## src/rtl/mem_access_ctrl_if.sv

```systemverilog
// Data-memory bus between the MEM-stage access controller and data memory.
// master: mem_req/mem_we/mem_addr/mem_wdata out, mem_ready/mem_rdata in.
interface mem_access_ctrl_if #(
  parameter int WIDTH = 32
);
  logic             mem_req;
  logic             mem_we;
  logic [WIDTH-1:0] mem_addr;
  logic [WIDTH-1:0] mem_wdata;
  logic             mem_ready;
  logic [WIDTH-1:0] mem_rdata;

  modport master (
    output mem_req,
    output mem_we,
    output mem_addr,
    output mem_wdata,
    input  mem_ready,
    input  mem_rdata
  );

  modport slave (
    input  mem_req,
    input  mem_we,
    input  mem_addr,
    input  mem_wdata,
    output mem_ready,
    output mem_rdata
  );
endinterface

```

## src/rtl/mem_access_ctrl.sv

```systemverilog
// MEM-stage data-memory access controller: issues one registered request
// per load/store, stalls the pipeline until mem_ready or timeout.
// Ports: clk, rst (async active-low), memtoreg_mem/memwrite_mem/
// aluout_mem/writedata_mem from EX/MEM, mem (bus master), stall,
// rdata_wb/rdata_valid to MEM/WB, timeout_err (sticky).
module mem_access_ctrl #(
  parameter int WIDTH   = 32,
  parameter int TIMEOUT = 15
) (
  input  logic              clk,
  input  logic              rst,
  input  logic              memtoreg_mem,
  input  logic              memwrite_mem,
  input  logic [WIDTH-1:0]  aluout_mem,
  input  logic [WIDTH-1:0]  writedata_mem,
  mem_access_ctrl_if.master mem,
  output logic              stall,
  output logic [WIDTH-1:0]  rdata_wb,
  output logic              rdata_valid,
  output logic              timeout_err
);

  typedef enum logic [1:0] {
    IDLE,
    BUSY,
    DONE
  } state_t;

  localparam logic [7:0] LAST = 8'(TIMEOUT - 1);

  state_t     state;
  logic [7:0] cnt;
  logic       is_load;
  logic       pending;

  assign pending = memtoreg_mem | memwrite_mem;

  // DONE releases the pipeline so the finished access leaves EX/MEM;
  // it is still visible there during DONE and must not be re-issued.
  assign stall = (state == BUSY) ||
                 (state == IDLE && pending);

  always_ff @(posedge clk or negedge rst) begin
    if (!rst) begin
      state         <= IDLE;
      cnt           <= '0;
      is_load       <= 1'b0;
      mem.mem_req   <= 1'b0;
      mem.mem_we    <= 1'b0;
      mem.mem_addr  <= '0;
      mem.mem_wdata <= '0;
      rdata_wb      <= '0;
      rdata_valid   <= 1'b0;
      timeout_err   <= 1'b0;
    end else begin
      unique case (state)
        IDLE: begin
          if (pending) begin
            state         <= BUSY;
            cnt           <= '0;
            // store wins when both flags are set
            is_load       <= ~memwrite_mem;
            mem.mem_req   <= 1'b1;
            mem.mem_we    <= memwrite_mem;
            mem.mem_addr  <= aluout_mem;
            mem.mem_wdata <= writedata_mem;
          end
        end
        BUSY: begin
          if (mem.mem_ready) begin
            state       <= DONE;
            mem.mem_req <= 1'b0;
            mem.mem_we  <= 1'b0;
            if (is_load) begin
              rdata_wb    <= mem.mem_rdata;
              rdata_valid <= 1'b1;
            end
          end else if (cnt == LAST) begin
            state       <= DONE;
            mem.mem_req <= 1'b0;
            mem.mem_we  <= 1'b0;
            timeout_err <= 1'b1;
            if (is_load) begin
              rdata_wb    <= '0;
              rdata_valid <= 1'b1;
            end
          end else begin
            cnt <= cnt + 8'd1;
          end
        end
        DONE: begin
          state       <= IDLE;
          rdata_valid <= 1'b0;
        end
        default: begin
          state <= IDLE;
        end
      endcase
    end
  end

endmodule

```

## src/flat_wrapper.sv

```systemverilog
// flat-port wrapper written by rule: the top's interface ports become plain ports
module mem_access_ctrl_flat 
#(
  parameter int WIDTH   = 32,
  parameter int TIMEOUT = 15
)
  (clk, rst, memtoreg_mem, memwrite_mem, aluout_mem, writedata_mem, stall, rdata_wb, rdata_valid, timeout_err, mem_mem_req, mem_mem_we, mem_mem_addr, mem_mem_wdata, mem_mem_ready, mem_mem_rdata);
  mem_access_ctrl_if #(.WIDTH(WIDTH)) mem_i ();
  input  logic clk;
  input  logic rst;
  input  logic memtoreg_mem;
  input  logic memwrite_mem;
  input  logic [WIDTH-1:0] aluout_mem;
  input  logic [WIDTH-1:0] writedata_mem;
  output logic stall;
  output logic [WIDTH-1:0] rdata_wb;
  output logic rdata_valid;
  output logic timeout_err;
  output wire logic [$bits(mem_i.mem_req)-1:0] mem_mem_req;
  output wire logic [$bits(mem_i.mem_we)-1:0] mem_mem_we;
  output wire logic [$bits(mem_i.mem_addr)-1:0] mem_mem_addr;
  output wire logic [$bits(mem_i.mem_wdata)-1:0] mem_mem_wdata;
  input wire logic [$bits(mem_i.mem_ready)-1:0] mem_mem_ready;
  input wire logic [$bits(mem_i.mem_rdata)-1:0] mem_mem_rdata;
  assign mem_mem_req = mem_i.mem_req;
  assign mem_mem_we = mem_i.mem_we;
  assign mem_mem_addr = mem_i.mem_addr;
  assign mem_mem_wdata = mem_i.mem_wdata;
  assign mem_i.mem_ready = mem_mem_ready;
  assign mem_i.mem_rdata = mem_mem_rdata;
  mem_access_ctrl #(.WIDTH(WIDTH), .TIMEOUT(TIMEOUT)) u_core (.clk(clk), .rst(rst), .memtoreg_mem(memtoreg_mem), .memwrite_mem(memwrite_mem), .aluout_mem(aluout_mem), .writedata_mem(writedata_mem), .mem(mem_i), .stall(stall), .rdata_wb(rdata_wb), .rdata_valid(rdata_valid), .timeout_err(timeout_err));
endmodule
```

## config.mk

```make
export PLATFORM = sky130hd
export DESIGN_NAME = mem_access_ctrl_flat
export DESIGN_NICKNAME = d
export VERILOG_FILES = /design/src/rtl/mem_access_ctrl_if.sv /design/src/rtl/mem_access_ctrl.sv /design/src/flat_wrapper.sv
export SDC_FILE = /design/constraint.sdc
export NUM_CORES = 1
export LEC_CHECK = 0
export ABC_AREA = 1
export BUFFER_PORTS_ARGS = -buffer_cell sky130_fd_sc_hd__buf_2
export CAP_MARGIN = 20
export CORE_MARGIN = 2
export CORE_UTILIZATION = 35
export DETAILED_ROUTE_END_ITERATION = 10
export GPL_ROUTABILITY_DRIVEN = 0
export PLACE_DENSITY_LB_ADDON = 0.08
export SKIP_CTS_REPAIR_TIMING = 1
export SLEW_MARGIN = 25
export SYNTH_ARGS = -nofsm -noshare
export SYNTH_HDL_FRONTEND = slang
export SYNTH_SLANG_ARGS = --single-unit
```

## constraint.sdc

```tcl
create_clock -name clk -period 1.4 [get_ports clk]
set_clock_uncertainty 0.05 [all_clocks]
set_input_delay 0.14 -clock clk [delete_from_list [all_inputs] [get_ports clk]]
set_output_delay 0.14 -clock clk [all_outputs]
set_load 0.005 [all_outputs]
```

# --- Word level (Yosys, flattened, before mapping) ---
# Cells that the tools add are included.
totals:
  elab_cells: 56
  register_bits: 111
  output_inout_bits: 101
  inputBits: 101
op_classes:
  add_sub_neg: 1
  reduce_logical: 13
  muxes: 22
  n_eq_ne: 7
  n_bitwise: 3
op_table:
  columns: ["operator", "n"]
  rows:
  - ["two-way mux 32 bit", 4]
  - ["two-way mux 8 bit", 3]
  - ["case mux 8 bit (2 select lines)", 1]
  - ["AND reduction 3 bit", 3]
  - ["adder 8 x 1 -> 8 bit (second input constant)", 1]
  - ["== test 8 x 4 -> 1 bit (second input constant)", 1]
  - ["two-way mux 1 bit", 7]
  - ["two-way mux 2 bit", 3]
  - ["case mux 1 bit (2 select lines)", 3]
  - ["AND reduction 2 bit", 3]
  - ["nonzero test 2 bit", 3]
  - ["!= test 2 bit (second input constant)", 2]
  - ["case mux 2 bit (2 select lines)", 1]
  - ["AND reduction 4 bit", 1]
  - ["!= test 3 bit (second input constant)", 1]
  - ["== test 2 x 1 -> 1 bit (second input constant)", 1]
  - ["== test 2 bit (second input constant)", 1]
  - ["logical NOT 2 bit", 1]
  - ["!= test 2 x 1 -> 1 bit (second input constant)", 1]
  - ["inverter 1 bit", 2]
  - ["logical AND 1 bit", 1]
  - ["logical OR 1 bit", 1]
  - ["bitwise OR 1 bit", 1]

# --- Depth between registers and ports, before layout ---
logic_depth:
  word_depth: 4
  ltp_mapped: 9
  mapped_depth_nobuf: 9

# --- Worst setup path before layout ---
# OpenSTA, ideal clock, no wires.
synth_timing:
  path_type: "reg2reg"
  start: "register u_core.cnt[0]"
  end: "register u_core.rdata_wb[27]"
  arrival_time_ns: 1.248
  setup_ns: 0.117
  setup_slack_ns: -0.015
  path_stages_with_launch: 9
  cell_sequence: "dfrtp_1 > inv_1 > ha_1 > nand3_1 > o21bai_1 > nand3_1 > buf_2 > nand2_1 > nand2_1"
synth_between:
  elab_chain_len: 3
synth_rtl:
  columns: ["item", "line_no", "text"]
  rows:
  - ["start: declaration", "mem_access_ctrl.sv:32", "logic [7:0] cnt;"]
  - ["start signal: assignment", "mem_access_ctrl.sv:88", "cnt <= cnt + 8'd1;"]
  - ["== test 8 x 4 -> 1 bit", "mem_access_ctrl.sv:78", "end else if (cnt == LAST) begin"]
  - ["nonzero test 2 bit (no source line)", null, null]
  - ["AND reduction 3 bit (no source line)", null, null]
  - ["end signal: assignment", "mem_access_ctrl.sv:75", "rdata_wb <= mem.mem_rdata;"]
  - ["end: declaration", "mem_access_ctrl.sv:18", "output logic [WIDTH-1:0] rdata_wb,"]
# No other way between the ends.
# A chain may end at the register's enable or synchronous reset.

# --- Final worst setup path ---
layout_timing:
  start: "register u_core.state[1]"
  end: "output stall"
layout_between:
  elab_chain_len: 3
layout_rtl:
  columns: ["item", "line_no", "text"]
  rows:
  - ["start: declaration", "mem_access_ctrl.sv:31", "state_t state;"]
  - ["start signal: assignment", "mem_access_ctrl.sv:45", "state <= IDLE;"]
  - ["start signal: assignment", "mem_access_ctrl.sv:59", "state <= BUSY;"]
  - ["start signal: assignment", "mem_access_ctrl.sv:71", "state <= DONE;"]
  - ["logical NOT 2 bit", "mem_access_ctrl.sv:41", "(state == IDLE && pending);"]
  - ["logical AND 1 bit", "mem_access_ctrl.sv:41", null]
  - ["logical OR 1 bit (*)", "mem_access_ctrl.sv:40", "assign stall = (state == BUSY) ||"]
  - ["end: declaration", "flat_wrapper.sv:15", "output logic stall;"]
# Every way passes the cells marked *; elsewhere a longest branch is shown, timed or not.

==> flow_summary.json <==
{
  "holdPathStages": 3,
  "insertedDiodeCount": 0,
  "fin_nets": 911,
  "placed_area_um2": 5850,
  "ant_nets": 0,
  "seq_area_um2": 2780,
  "path_clk_slew_ns": 0.07,
  "insertion_delay_ns": 0.35,
  "netlist_instances": 516,
  "dieHeight_um": 118,
  "drt-total-wl_um": 13100,
  "setup-tns-final_ns": -2.15,
  "htree_levels": 3,
  "p_leak_nw": 3.96,
  "rsz0062_at_grt": "true",
  "yosys_register_bits": 111,
  "async_flop_share_pct": 100,
  "grt_pass1_vias": 3850,
  "dieArea_um2": 13800,
  "path_buf_inv": 2,
  "slowest_stage": "dfrtp_1",
  "die_w_um": 118,
  "dpl.hpwl_um": 8490,
  "cts_tree": "yes",
  "antenna_found_initial": 0,
  "start_util_pct": 35.8,
  "fin_hold_ws_ns": -0.00299,
  "synth_edf_count": 0,
  "dp_slack_ns": -0.0611,
  "core_um2": 12600,
  "hold_viol": 3,
  "min_path_type": "in -> reg",
  "outcome": "finished, violations left",
  "yosysWarnings": 0,
  "yosysTopAreaCell": "dfrtp_1",
  "path_class": "reg -> out",
  "p_per_area_nw_per_um2": 1920,
  "finalSetupViolCount": 43,
  "route.vias.total": 4384,
  "end_kind": "output pin",
  "cp_slowest_stage_delay_ns": 0.43,
  "fin_cells": 985,
  "grt_pass1_wl_um": 19500,
  "ctsRootBufferMaster": "clkbuf_16",
  "fillCellCount": 1165,
  "hold_path_startpoint": "mem_mem_rdata[25]",
  "required_ns": 1.21,
  "synth-main-ff-cell": "dfrtp_1",
  "synth.top_cell.area_share_pct": 61.6,
  "design_area_um2": 7130,
  "wl_per_cell_um": 13.3,
  "grt_max_degree": 46,
  "port-buffer-count": 201,
  "maxCapViolCount": 0,
  "violations": "negative hold slack, negative setup slack",
  "drive_above_1_share_pct": 36.5,
  "ios": 202,
  "relSlewSlack_pct": 72.1,
  "cts_buffers": 9,
  "cts.path.max_buffers": 2,
  "place_inst": 888,
  "synth.yosys.seq_area_share_pct": 61.6,
  "critPathTopFamily": "flip-flops",
  "worst_pin_slew_ns": 0.418,
  "first_pass_iters": 6,
  "r2r_slack_ns": -0.07,
  "finish.utilization_pct": 56.5,
  "worstSetupPathDepth": 5,
  "worstPathCellList": "nor2_2 > o21a_4 > inv_6 > nand2_4 > buf_6",
  "drc": 0,
  "fin_crit_sh_pct": 109,
  "rows": 41,
  "synth_common_cells": "294 x nand2_1, 111 x dfrtp_1, 33 x nand4_1, 13 x buf_2",
  "synth.most_common_cell": "nand2_1",
  "r2r_cells": 8,
  "drtIter0Drc": 343,
  "slew_violations": 0,
  "clock_sinks": 111,
  "syn_area_um2": 4510,
  "synthTopCellsByArea": "dfrtp_1 62%, nand2_1 24%, nand4_1 4.6%",
  "syn_nets": 619,
  "ir_drop_mv": 1.00,
  "timing.final.ws_setup_ns": -0.120,
  "whs_endpoint": "u_core.rdata_wb[25]",
  "fin_crit_ns": 1.52,
  "track_usage_pct": 17.6,
  "syn_avg_cell_area_um2": 8.74,
  "worstPathMaxFanout": 5,
  "rr_endpoint": "u_core.rdata_wb[17]",
  "worst-endpoint-arrival_ns": 1.33,
  "ys_types": 23,
  "worst_r2r_startpoint": "u_core.cnt[0]",
  "area_growth_pct": 58.1,
  "multi_input_area_um2": 1680,
  "worst_setup_path_start_kind": "flop",
  "max_freq_ghz": 0.658,
  "grt.overflow.total": 0,
  "report.power.total_mw": 13.7,
  "vias_per_cell": 4.45
}
## worst min-delay path: stages
cell and delay, ns:
buf_2 0.08, nand4_1 0.08, nand2_1 0.07
## layout make-up
| type | count | area share (%) |
|---|---|---|
| Sequential cell | 111 | 38.9 |
| Timing Repair Buffer | 309 | 29.7 |
| Multi-Input combinational cell | 365 | 23.6 |
| Clock buffer | 11 | 3.54 |
| Tap cell | 172 | 3.02 |
| Inverter | 12 | 0.702 |
| Clock inverter | 5 | 0.456 |
## sequential cells by signal, indices dropped and copies added (netlist names)
register and cells:
u_core.rdata_valid 1, u_core.mem.mem_wdata 32, u_core.mem.mem_addr 32, u_core.is_load 1
u_core.mem.mem_req 1, u_core.mem.mem_we 1, u_core.state 2, u_core.cnt 8
u_core.rdata_wb 32, u_core.timeout_err 1
## power by group
group | switching [mW] | total, mW | internal [mW]
clock | 1.17 | 2.47 | 1.30
combinational | 3.11 | 5.77 | 2.66
sequential | 0.810 | 5.45 | 4.64
## layout by cell type (no fill, tap or decap), drive strengths merged
cell type | synthesis | final
clkinv | 1 | 3
o21ai | 3 | 3
dlygate4sd3 | 0 | 73
inv | 11 | 11
nor2 | 12 | 12
nand2 | 295 | 295
xor2 | 3 | 3
nand3 | 10 | 10
clkbuf | 10 | 12
o21bai | 2 | 2
dfrtp | 111 | 111
o21a | 2 | 2
nand4 | 33 | 33
buf | 18 | 235
or2 | 3 | 3
clkinvlp | 0 | 3
ha | 2 | 2
## per-layer routing
layer / part of all wire, % / global-route usage [%] / up-vias / wire length, um
li1: - / - / 2202 / -
met5: 0 / 0 / - / 0
met1: 44 / 23.6 / 2015 / 5810
met4: 2.2 / 7.45 / 0 / 294
met2: 46 / 26.2 / 149 / 6060
met3: 7.0 / 5.52 / 18 / 918
## how the worst max path moves through the flow
| stage | end | slack [ns] | start |
|---|---|---|---|
| after CTS | stall | -0.26 | u_core.state[1] |
| after global routing | stall | -0.19 | u_core.state[1] |
| after floorplan | u_core.rdata_wb[10] | -0.01 | u_core.cnt[0] |
| final | stall | -0.12 | u_core.state[1] |
| after global placement | u_core.rdata_wb[12] | -0.02 | u_core.cnt[0] |
| after detailed placement | u_core.rdata_wb[17] | -0.06 | u_core.cnt[0] |
## cell families after synthesis
| kind of cell | share of synthesized area (%) |
|---|---|
| XOR/XNOR | 0.582 |
| adder cells (fa/ha/maj) | 0.555 |
| flip-flops | 61.6 |
| AO/OA/AOI/OAI | 1.03 |
| AND/OR/NAND/NOR | 32.1 |
| buffers and inverters | 4.19 |
Power figures use the tool's default switching activity.
